==> src/rtl/prog_tick_counter_pkg.sv <==
// Shared defaults and direction encodings for the programmable tick counter.
package prog_tick_counter_pkg;

  localparam int DIV_W_DEF          = 28;
  localparam int CNT_W_DEF          = 4;
  localparam int DEFAULT_PERIOD_DEF = 200_000_000;

  localparam logic DIR_UP = 1'b1;
  localparam logic DIR_DN = 1'b0;

endpackage

==> src/rtl/prog_tick_counter_prescaler.sv <==
// Prescaler: holds the period register and the cycle counter, flags the terminal
// count one cycle ahead so the top can register tick alongside num.
module prog_tick_counter_prescaler #(
  parameter int DIV_W          = 28,
  parameter int DEFAULT_PERIOD = 200_000_000
) (
  input  logic             clk,
  input  logic             rst_n,
  input  logic             en,
  input  logic             clr,
  input  logic             period_ld,
  input  logic [DIV_W-1:0] period_in,
  output logic             tick_nxt
);

  logic [DIV_W-1:0] pre;
  logic [DIV_W-1:0] period_r;
  logic [DIV_W-1:0] period_new;
  logic             terminal;

  // A zero period would never match; clamp it to one cycle.
  assign period_new = (period_in == '0) ? DIV_W'(1) : period_in;
  assign terminal   = (pre == (period_r - DIV_W'(1)));
  assign tick_nxt   = en && !clr && !period_ld && terminal;

  always_ff @(posedge clk or negedge rst_n) begin
    if (!rst_n) begin
      pre      <= '0;
      period_r <= DIV_W'(DEFAULT_PERIOD);
    end else begin
      if (period_ld) begin
        period_r <= period_new;
      end
      if (clr || period_ld) begin
        pre <= '0;
      end else if (en) begin
        pre <= terminal ? '0 : (pre + DIV_W'(1));
      end
    end
  end

endmodule

==> src/rtl/prog_tick_counter.sv <==
// Programmable clock-enable tick generator with an up/down display counter,
// wrap or saturate mode, slow_clk square wave and a wrap carry pulse.
module prog_tick_counter
  import prog_tick_counter_pkg::*;
#(
  parameter int DIV_W          = DIV_W_DEF,
  parameter int DEFAULT_PERIOD = DEFAULT_PERIOD_DEF,
  parameter int CNT_W          = CNT_W_DEF,
  parameter bit SATURATE       = 1'b0
) (
  input  logic             clk,
  input  logic             rst_n,
  input  logic             en,
  input  logic             clr,
  input  logic             dir,
  input  logic             period_ld,
  input  logic [DIV_W-1:0] period_in,
  output logic             tick,
  output logic             slow_clk,
  output logic [CNT_W-1:0] num,
  output logic             carry
);

  localparam logic [CNT_W-1:0] NUM_MAX = '1;

  logic             tick_nxt;
  logic [CNT_W-1:0] num_step;
  logic             wrap;

  prog_tick_counter_prescaler #(
    .DIV_W          (DIV_W),
    .DEFAULT_PERIOD (DEFAULT_PERIOD)
  ) u_prescaler (
    .clk       (clk),
    .rst_n     (rst_n),
    .en        (en),
    .clr       (clr),
    .period_ld (period_ld),
    .period_in (period_in),
    .tick_nxt  (tick_nxt)
  );

  // Value num would take on a tick; wrap marks a rollover in either direction.
  always_comb begin
    num_step = num;
    wrap     = 1'b0;
    if (dir == DIR_UP) begin
      if (num != NUM_MAX) begin
        num_step = num + CNT_W'(1);
      end else if (!SATURATE) begin
        num_step = '0;
        wrap     = 1'b1;
      end
    end else begin
      if (num != '0) begin
        num_step = num - CNT_W'(1);
      end else if (!SATURATE) begin
        num_step = NUM_MAX;
        wrap     = 1'b1;
      end
    end
  end

  always_ff @(posedge clk or negedge rst_n) begin
    if (!rst_n) begin
      tick     <= 1'b0;
      slow_clk <= 1'b0;
      num      <= '0;
      carry    <= 1'b0;
    end else if (clr) begin
      tick     <= 1'b0;
      slow_clk <= 1'b0;
      num      <= '0;
      carry    <= 1'b0;
    end else begin
      tick  <= tick_nxt;
      carry <= tick_nxt && wrap;
      if (tick_nxt) begin
        num      <= num_step;
        slow_clk <= ~slow_clk;
      end
    end
  end

endmodule

==> config.mk <==
export PLATFORM = sky130hd
export DESIGN_NAME = prog_tick_counter
export DESIGN_NICKNAME = d
export VERILOG_FILES = /design/src/rtl/prog_tick_counter_pkg.sv /design/src/rtl/prog_tick_counter_prescaler.sv /design/src/rtl/prog_tick_counter.sv
export SDC_FILE = /design/constraint.sdc
export NUM_CORES = 1
export LEC_CHECK = 0
export BUFFER_PORTS_ARGS = -buffer_cell sky130_fd_sc_hd__buf_2
export CORE_AREA = 8 8 119 121
export CTS_CLUSTER_SIZE = 30
export DETAILED_ROUTE_END_ITERATION = 8
export DIE_AREA = 0 0 127 129
export GPL_TIMING_DRIVEN = 1
export SLEW_MARGIN = 20
export SYNTH_ARGS = -nofsm -noshare
export SYNTH_HDL_FRONTEND = slang
export SYNTH_SLANG_ARGS = --single-unit
==> constraint.sdc <==
create_clock -name clk -period 3.7 [get_ports clk]
set_clock_uncertainty 0.1 [all_clocks]
set_input_delay 0.37 -clock clk [delete_from_list [all_inputs] [get_ports clk]]
set_output_delay 0.37 -clock clk [all_outputs]
set_load 0.005 [all_outputs]
==> results_dict.tcl, run 1 <==
set metrics [dict create \
    status "finished clean" \
    globalplace.congestion 0.837 \
    synth_area_sq_mm 0.00419 \
    p_seq_share_pct 41.0 \
    drt_iter0_markers 315 \
    critPathArrivalTime_ps 3550 \
    grt-ovfl-total 0 \
    synth_top_family_by_area "simple AND/OR/NAND/NOR gates" \
    p_per_area_mw_per_mm2 394 \
    grt_first_pass_wirelength_microns 18700 \
    min_period_ps 3430 \
    antenna_cells 0 \
    clkTransAtPathRegs_ps 50 \
    hold_ws_ps 169 \
    dr_total_vias 3633 \
    cp-start-kind "flip-flop" \
    wl_microns 11000 \
    io_buffers 40 \
    ys_async_sr_fraction_pct 100 \
    post_synth_num_cell_types 63 \
    grt_max_degree 64 \
    crit_path_end_kind "flip-flop" \
    dr.pass1.iters 4 \
    min_period_over_period_pct 92.8 \
    slew_headroom_pct 49.1 \
    grt_pass1_vias 3782 \
    drc 0 \
    cap_viol_max_count 0 \
    num-nets-final 526 \
    ys_ff_latch 63 \
    syn-num-nets 483 \
    synth_top_area_share_pct 30.5 \
    max_freq_mhz 291 \
    synth.avg_cell_area_sq_um 9.41 \
    synth_edf_count 0 \
    crit_required_ps 3820 \
    clk_latency_ps 330 \
    syn2layout_area_growth_pct 16.9 \
    synthSimpleGateAreaFrac_pct 25.8 \
    switchingPower_mw 0.499 \
    synth_fa_ha_area_share_pct 1.19 \
    yosys_warnings 0 \
    core_area_sq_mm 0.0123 \
    tritoncts "built" \
    final_common_cell "dfrtp_1" \
    maxSlewViolCount 0 \
    synth-compound-area-share_pct 12.3 \
    dp_hpwl_microns 8080 \
    p_comb_share_pct 12.5 \
    tns_ps 0 \
    finalSetupViolCount 0 \
    cts.sinks 63 \
    ys.flop_type "dfrtp_1" \
    antenna_found_initial 0 \
    synth_mux_area_share_pct 9.44 \
    postRouteAntennaNets 0 \
    ios 41 \
    intPower_mw 1.43 \
    ys_seq_area_share_pct 38.0 \
    finalPower_mw 1.93 \
    synth_xor_area_share_pct 9.80 \
    final_cell_mix "51 x dfrtp_1, 40 x buf_2, 37 x nor2_1" \
    pwr-share-clk_pct 46.6 \
    track_usage_pct 14.2 \
    drive_gt1_share_pct 25.8 \
    rsz0062_at_grt "false" \
    fin_cells 643 \
    switching_share_pct 25.9 \
    start_util_pct 34.0 \
    worstMarginPinSlew_ps 764 \
    dp_cells 626 \
    worstSetupPathType "reg -> reg" \
    row_count 41 \
    synth_top_area_cell "dfrtp_1" \
    htreeDepth 3 \
    p_leak_nw 1.93 \
    die_h_microns 129 \
    hold_violations 0 \
    hold_path.class "in -> reg" \
    cts_made_buffers 9 \
    fill_cells 1216 \
    peakVddDrop_mv 0.209 \
    cts_root_buf "clkbuf_16" \
    synth_area_leaders "dfrtp_1 30%, dfstp_2 7.5%, mux2_2 7.5%, xnor2_1 5.0%, xor2_1 4.4%" \
    path_max_fanout 23 \
    die_area_sq_mm 0.0164 \
    die_w_microns 127 \
    syn_inst 445 \
    post_drt_wl_per_cell_microns 17.1 \
    drt-vias-per-instance 5.65 \
    max-clock-path-buffers 2 \
]
## power by group through the flow
stage | Clock, mW | Sequential [mW] | Combinational, mW
after global placement | 0 | 0.799 | 0.237
final | 0.898 | 0.790 | 0.240
after floorplan | 0 | 0.782 | 0.163
after CTS | 0.919 | 0.789 | 0.243
after global routing | 0.945 | 0.798 | 0.269
after detailed placement | 0 | 0.799 | 0.241
## per-layer routing
layer	up-vias	part of all wire [%]	track usage (%)
met2	72	46	22.7
li1	1747	-	-
met1	1809	48	18.5
met3	5	5.3	3.76
met5	-	0	0
met4	0	0.65	4.41
## sequential cells by signal, indices dropped and copies added, names as in the netlist
register / cells
u_prescaler.pre: 28
u_prescaler.period_r: 28
tick: 1
slow_clk: 1
num: 4
carry: 1
## logic make-up (layout without fill, tap and decap cells)
family / after synthesis / after routing
and+or+nand+nor: 192 / 192
adders and majority gates: 4 / 4
buffers and inverters: 33 / 81
xor gates and xnor gates: 46 / 46
muxes: 36 / 36
DFF: 63 / 63
AOI/OAI and AO/OA: 71 / 71
## final timing paths
kind / startpoint / to / slack, ps / depth (start not counted)
setup / recovery: u_prescaler.period_r[0] / num[2] / 270 / 11
hold / removal: period_in[13] / u_prescaler.period_r[13] / 170 / 3
min in group asynchronous: rst_n / num[3] / 470 / 3
hold reg to reg: u_prescaler.pre[27] / u_prescaler.pre[27] / 460 / 2
setup reg to reg: u_prescaler.period_r[0] / num[2] / 270 / 11
max in group asynchronous: rst_n / u_prescaler.period_r[15] / 2680 / 3
## layout make-up
cell class	count	area, sq um	area share, %
multi-input cells	349	2460	50.3
flip-flops and latches	63	1590	32.5
repair buffers	49	283	5.77
clock buffers	10	229	4.67
well taps	150	188	3.83
clock inverters	6	85.1	1.74
inverters	16	60.1	1.23
## through the flow
stage | area [sq um] | worst slack (ps) | utilization (%)
floorplan | 4190 | 753 | -
global placement | 4570 | 280 | 37.1
detailed placement | 4570 | 248 | 37.1
CTS | 4900 | 216 | 39.8
global route | 4900 | 48.9 | 39.8
finish | 4900 | 266 | 39.8
## what timing repair did
| action | CTS | global route |
|---|---|---|
| hold buffers | 1 | 0 |
| gates resized for setup | 0 | 1 |
| endpoints found under the hold margin | 51 | 0 |
| buffers inserted | 0 | 0 |
| setup endpoints to repair | 0 | 6 |
## synth_stat cells (3+ instances only)
| cell type | instances |
|---|---|
| buf_6 | 3 |
| xnor2_1 | 24 |
| clkbuf_1 | 13 |
| nand3_1 | 23 |
| o211ai_1 | 6 |
| nor2b_1 | 4 |
| ha_1 | 4 |
| a22oi_1 | 4 |
| nand4_1 | 23 |
| dfrtp_1 | 51 |
| mux2_2 | 28 |
| o22ai_1 | 3 |
| a211oi_1 | 3 |
| or3_1 | 6 |
| inv_1 | 16 |
| nor2_1 | 37 |
| nand2_1 | 30 |
| nor3_1 | 14 |
| and2_1 | 3 |
| a31oi_1 | 13 |
| nor4_1 | 16 |
| and3_1 | 9 |
| nor4_2 | 3 |
| dfstp_2 | 12 |
| o21ai_0 | 11 |
| o31ai_1 | 4 |
| a211o_1 | 3 |
| or4_1 | 4 |
| a21oi_1 | 6 |
| mux2i_1 | 8 |
| xor2_1 | 21 |
## critical path: stages, from the launching register on
cell,delay [ps]
dfrtp_1,430
inv_1,90
ha_1,270
or3b_2,550
a211o_1,240
o21ai_0,310
nand2_1,100
nor4_1,250
nand4_1,150
buf_4,250
nor3_1,210
mux2_2,350
Note: power is estimated with default switching activity, not from simulation.
==> run 2, diff against run 1 <==
Settings changed: ABC_AREA set to 1, CORE_AREA 8 8 119 121 to 8 8 129 131, DIE_AREA 0 0 127 129 to 0 0 137 139.
==> results_dict.tcl, run 2 <==
set metrics [dict create \
    post_drt_wl_per_cell_microns 14.1 \
    cts_setup_buffers 0 \
    regToRegEndpoint "num[1]" \
    grt_max_degree 45 \
    tritoncts "built" \
    ys_ff_latch 63 \
    slew_headroom_pct 45.4 \
    drt_iter0_markers 297 \
    synthTopCellsByCount "222 x nand2_1, 88 x nor2_1, 84 x inv_1, 64 x nand3_1, 51 x dfrtp_1" \
    min_period_ps 2580 \
    die_area_sq_mm 0.0190 \
    final_cell_mix "222 x nand2_1, 88 x nor2_1, 84 x inv_1" \
    final_common_cell "nand2_1" \
    row_count 45 \
    worstMarginPinSlew_ps 819 \
    io_buffers 40 \
    antenna_found_initial 0 \
    p_leak_nw 2.68 \
    postRouteAntennaNets 0 \
    synth_edf_count 0 \
    track_usage_pct 14.8 \
    dr.pass1.iters 5 \
    grt_first_pass_wirelength_microns 22300 \
    tns_ps 0 \
    htreeDepth 3 \
    ios 41 \
    p_per_area_mw_per_mm2 343 \
    drc 0 \
    ys_seq_area_share_pct 32.0 \
    synthMostInstantiatedCell "nand2_1" \
    syn2layout_area_growth_pct 12.9 \
    top_regs "u_prescaler.period_r x28, u_prescaler.pre x28, num x4" \
    synth_area_leaders "dfrtp_1 26%, nand2_1 17%, nor2_1 6.6%, nand3_1 6.4%, dfstp_2 6.3%" \
    peakVddDrop_mv 0.220 \
    max_freq_mhz 387 \
    hold_buffers 0 \
    drive_gt1_share_pct 15.8 \
    worstRegToRegCells 12 \
    antenna_cells 0 \
    rrSetupSlack_ps 1120 \
    dr_total_vias 4614 \
    crit_end "num[1]" \
    grt_use_met3_pct 2.17 \
    grtUsageMet1_pct 18.9 \
    num-nets-final 804 \
    globalplace.congestion 0.974 \
    wl_microns 13500 \
    critPathArrivalTime_ps 2750 \
    r2r-start "u_prescaler.period_r[0]" \
    crit_path_end_kind "flip-flop" \
    fill_cells 1594 \
    die_w_microns 137 \
    start_util_pct 33.7 \
    cts_resized 0 \
    cap_viol_max_count 0 \
    yosys_warnings 0 \
    maxSlewViolCount 0 \
    die_h_microns 139 \
    synth.avg_cell_area_sq_um 6.78 \
    synth_top_area_cell "dfrtp_1" \
    dp_hpwl_microns 10800 \
    grtUsageMet2_pct 24.4 \
    grt_pass1_vias 4480 \
    hold_path.class "in -> async" \
    finalSetupViolCount 0 \
    ys.flop_type "dfrtp_1" \
    cp-start-kind "flip-flop" \
    worstSetupPathType "reg -> reg" \
    setup.worst_path.start "u_prescaler.period_r[0]" \
    clk_latency_ps 330 \
    min_period_over_period_pct 69.8 \
    rsz0062_at_grt "false" \
    finalInstanceArea_sq_mm 0.00561 \
    grt-ovfl-total 0 \
    crit_required_ps 3860 \
    cts_made_buffers 9 \
    clkTransAtPathRegs_ps 50 \
    status "finished clean" \
    syn-num-nets 771 \
    cts.sinks 63 \
    synth_top_area_share_pct 25.7 \
    syn_inst 733 \
    post_synth_num_cell_types 39 \
    hold_ws_ps 37.6 \
    busiest_layer "met2" \
    path_max_fanout 10 \
    core_area_sq_mm 0.0148 \
    dpl_cell_area_sq_mm 0.00532 \
    synth_area_sq_mm 0.00497 \
    hold_violations 0 \
    max-clock-path-buffers 2 \
    ys_async_sr_fraction_pct 100 \
    cts_root_buf "clkbuf_16" \
    drt-vias-per-instance 4.81 \
]
[run 2: changes by cell type after synthesis, moves of 10 or more]
| cell | change |
|---|---|
| nand2_1 | +192 |
| inv_1 | +68 |
| nor2_1 | +51 |
| nand3_1 | +41 |
| o21ai_0 | +19 |
| mux2_2 | -15 |
| a31oi_1 | -13 |
| nor2_2 | +12 |
| xor2_1 | +10 |
[run 2: power by group]
part	total [mW]	leakage [nW]	internal (mW)	switching, mW
logic	0.317	1.73	0.111	0.207
registers	0.774	0.807	0.730	0.0436
clock network	0.836	0.146	0.536	0.300
total	1.93	2.68	1.38	0.550
[run 2: how the worst min path moves through the flow]
stage / endpoint / slack [ps] / start
after floorplan: carry / -30 / rst_n
after global placement: u_prescaler.pre[0] / 410 / rst_n
after detailed placement: u_prescaler.period_r[11] / 410 / rst_n
after CTS: u_prescaler.period_r[10] / 50 / rst_n
after global routing: u_prescaler.period_r[10] / 110 / rst_n
final: u_prescaler.period_r[10] / 40 / rst_n
[run 2: cells by family after synthesis]
logic type               share of synthesized area (%)
AND/OR/NAND/NOR                                   39.7
buffers and inverters                             8.72
flip-flops                                        32.0
XOR/XNOR                                          9.52
AO/OA/AOI/OAI                                     6.05
multiplexers                                      2.95
adder cells (fa/ha/maj)                           1.01
[run 2: stage by stage]
step                setup slack, ps  cells  power [mW]  util (%)
floorplan                      1580    733       0.994         -
global placement               1210    943        1.10      36.1
detailed placement             1180    943        1.10      36.1
CTS                            1170    959        1.94      38.0
global route                    960    959        2.02      38.0
finish                         1120    959        1.93      38.0
[run 2: per-layer routing]
metal  up-vias  part of all wire, %
met1      2135                   46
met3        18                  3.5
li1       2386                    -
met5         -                    0
met4         0                  2.0
met2        75                   48
[run 2: cell type report]
class | instances | area [sq um] | area share, %
inverters | 87 | 327 | 5.82
repair buffers | 43 | 223 | 3.97
clock inverters | 4 | 45.0 | 0.803
well taps | 188 | 235 | 4.19
multi-input cells | 562 | 2940 | 52.5
flip-flops and latches | 63 | 1590 | 28.4
clock buffers | 12 | 246 | 4.39
[run 2: worst max-delay path, stage by stage, from the launching register on]
cell,delay (ps)
dfrtp_1,390
inv_1,140
ha_1,280
nand2_4,140
nor2_8,200
nand2_1,80
nand2_1,140
nand4_1,100
nor2_1,200
nand3_1,190
nor2_4,340
nand4_1,130
nand2_1,90
==> run 3, diff against run 2 <==
Clock period 3.7 ns to 2.4 ns, I/O delays scaled along.
==> results_dict.tcl, run 3 (synthesis results as in run 2) <==
set metrics [dict create \
    fin_util_pct 40.8 \
    track_usage_pct 15.1 \
    crit_path_end_kind "flip-flop" \
    tritoncts "built" \
    drive_gt1_share_pct 23.0 \
    hold_ws_ps 28.2 \
    max_freq_mhz 429 \
    finalPower_mw 3.03 \
    crit_path_max_incr_delay_ps 410 \
    die_h_microns 139 \
    cts_root_buf "clkbuf_16" \
    final_common_cell "nand2_1" \
    top_regs "u_prescaler.period_r x28, u_prescaler.pre x28, num x4" \
    max-clock-path-buffers 2 \
    dr_total_vias 4708 \
    io_buffers 40 \
    ios 41 \
    critPathArrivalTime_ps 2450 \
    hold_violations 0 \
    path_max_fanout 5 \
    clk_latency_ps 330 \
    wl_microns 13900 \
    finalSetupViolCount 0 \
    min_period_ps 2330 \
    cp-start-kind "flip-flop" \
    postRouteAntennaNets 0 \
    die_w_microns 137 \
    setup.worst_path.start "u_prescaler.period_r[10]" \
    row_count 45 \
    p_per_area_mw_per_mm2 503 \
    crit_buf_inv 3 \
    crit_required_ps 2520 \
    clkTransAtPathRegs_ps 60 \
    final_cell_mix "216 x nand2_1, 82 x inv_1, 75 x nor2_1" \
    dr.pass1.iters 6 \
    antenna_found_initial 0 \
    worstHoldStart "period_in[3]" \
    grt_max_degree 64 \
    setup_ws_ps 68.8 \
    min_period_over_period_pct 97.1 \
    cts.sinks 63 \
    peakVddDrop_mv 0.346 \
    worstMarginPinSlew_ps 456 \
    dp_hpwl_microns 10900 \
    pre_cts_ws_ps -98.2 \
    cap_viol_max_count 0 \
    fill_cells 1556 \
    cp_top_family "simple AND/OR/NAND/NOR gates" \
    cts_made_buffers 9 \
    dpl_cell_area_sq_mm 0.00550 \
    worstSetupPathType "reg -> reg" \
    antenna_cells 0 \
    hold_path.class "in -> reg" \
    htreeDepth 3 \
    drc 0 \
    drt_iter0_markers 225 \
    grt_pass1_vias 4681 \
    num-nets-final 834 \
    finalInstanceArea_sq_mm 0.00602 \
    rsz0062_at_grt "true" \
    die_area_sq_mm 0.0190 \
    globalplace.congestion 0.939 \
    status "finished clean" \
    cpMaxStageDelayCell "dfrtp_1" \
    r2r-start "u_prescaler.period_r[10]" \
    path_cells "buf_4 -> nor2_2 -> nand2_2 -> nor2_2 -> nand2_1 -> nand2_2 -> inv_1 -> nor2_1 -> nand2_1 -> nor2_2 -> nand2_2 -> nor2_4 -> nand4_1 -> buf_6 -> nand3_2 -> nand2_1" \
    core_area_sq_mm 0.0148 \
    p_leak_nw 2.83 \
    maxSlewViolCount 0 \
    drt-vias-per-instance 4.76 \
    slew_headroom_pct 69.5 \
    syn2layout_area_growth_pct 21.2 \
    start_util_pct 33.7 \
    grt_first_pass_wirelength_microns 23000 \
    post_drt_wl_per_cell_microns 14.0 \
    grt-ovfl-total 0 \
]
==> run 3: path summary, 6_finish.rpt <==
path	endpoint	slack [ps]	cells past startpoint
max in group asynchronous	u_prescaler.period_r[25]	1520	3
worst min-delay path	u_prescaler.period_r[3]	30	3
worst max-delay path	num[1]	70	16
worst min register to register	slow_clk	440	2
worst max register to register	num[1]	70	16
min in group asynchronous	u_prescaler.period_r[10]	340	3
==> run 3: stage by stage <==
step | TNS, ps | instances
2_1_floorplan | 0 | 733
3_3_place_gp | -893 | 964
3_5_place_dp | -1010 | 964
4_1_cts | 0 | 981
5_1_grt | -458 | 989
6_report | 0 | 989
==> run 3: per-layer routing <==
metal	track usage [%]	vias to the layer above	routed length (microns)
li1	-	2451	-
met3	2.14	15	516
met1	19.8	2159	6480
met5	0	-	0
met4	5.26	0	309
met2	24.6	83	6550
==> run 3: area by class of cell <==
class	instances	area [sq um]	share of cell area, %
repair buffers	72	472	7.84
flip-flops and latches	63	1600	26.5
well taps	188	235	3.91
clock inverters	4	47.5	0.790
clock buffers	12	236	3.93
inverters	87	327	5.43
multi-input cells	563	3100	51.6
==> run 3: timing repair <==
action / in CTS / in global routing
endpoints found under the setup margin: 31 / 35
pin swaps: 0 / 19
endpoints found under the hold margin: 51 / 0
buffers inserted: 0 / 7
hold buffers: 1 / 0
gates resized for setup: 3 / 47
cloned: 0 / 1
==> run 3: worst min-delay path: stages <==
cell     delay [ps]
buf_2            90
nand2_1          40
o21ai_0          60
==> run 3: power by group <==
part	switching [mW]	internal, mW	leakage (nW)
clock network	0.460	0.800	0.137
logic	0.351	0.224	1.89
registers	0.0662	1.13	0.802
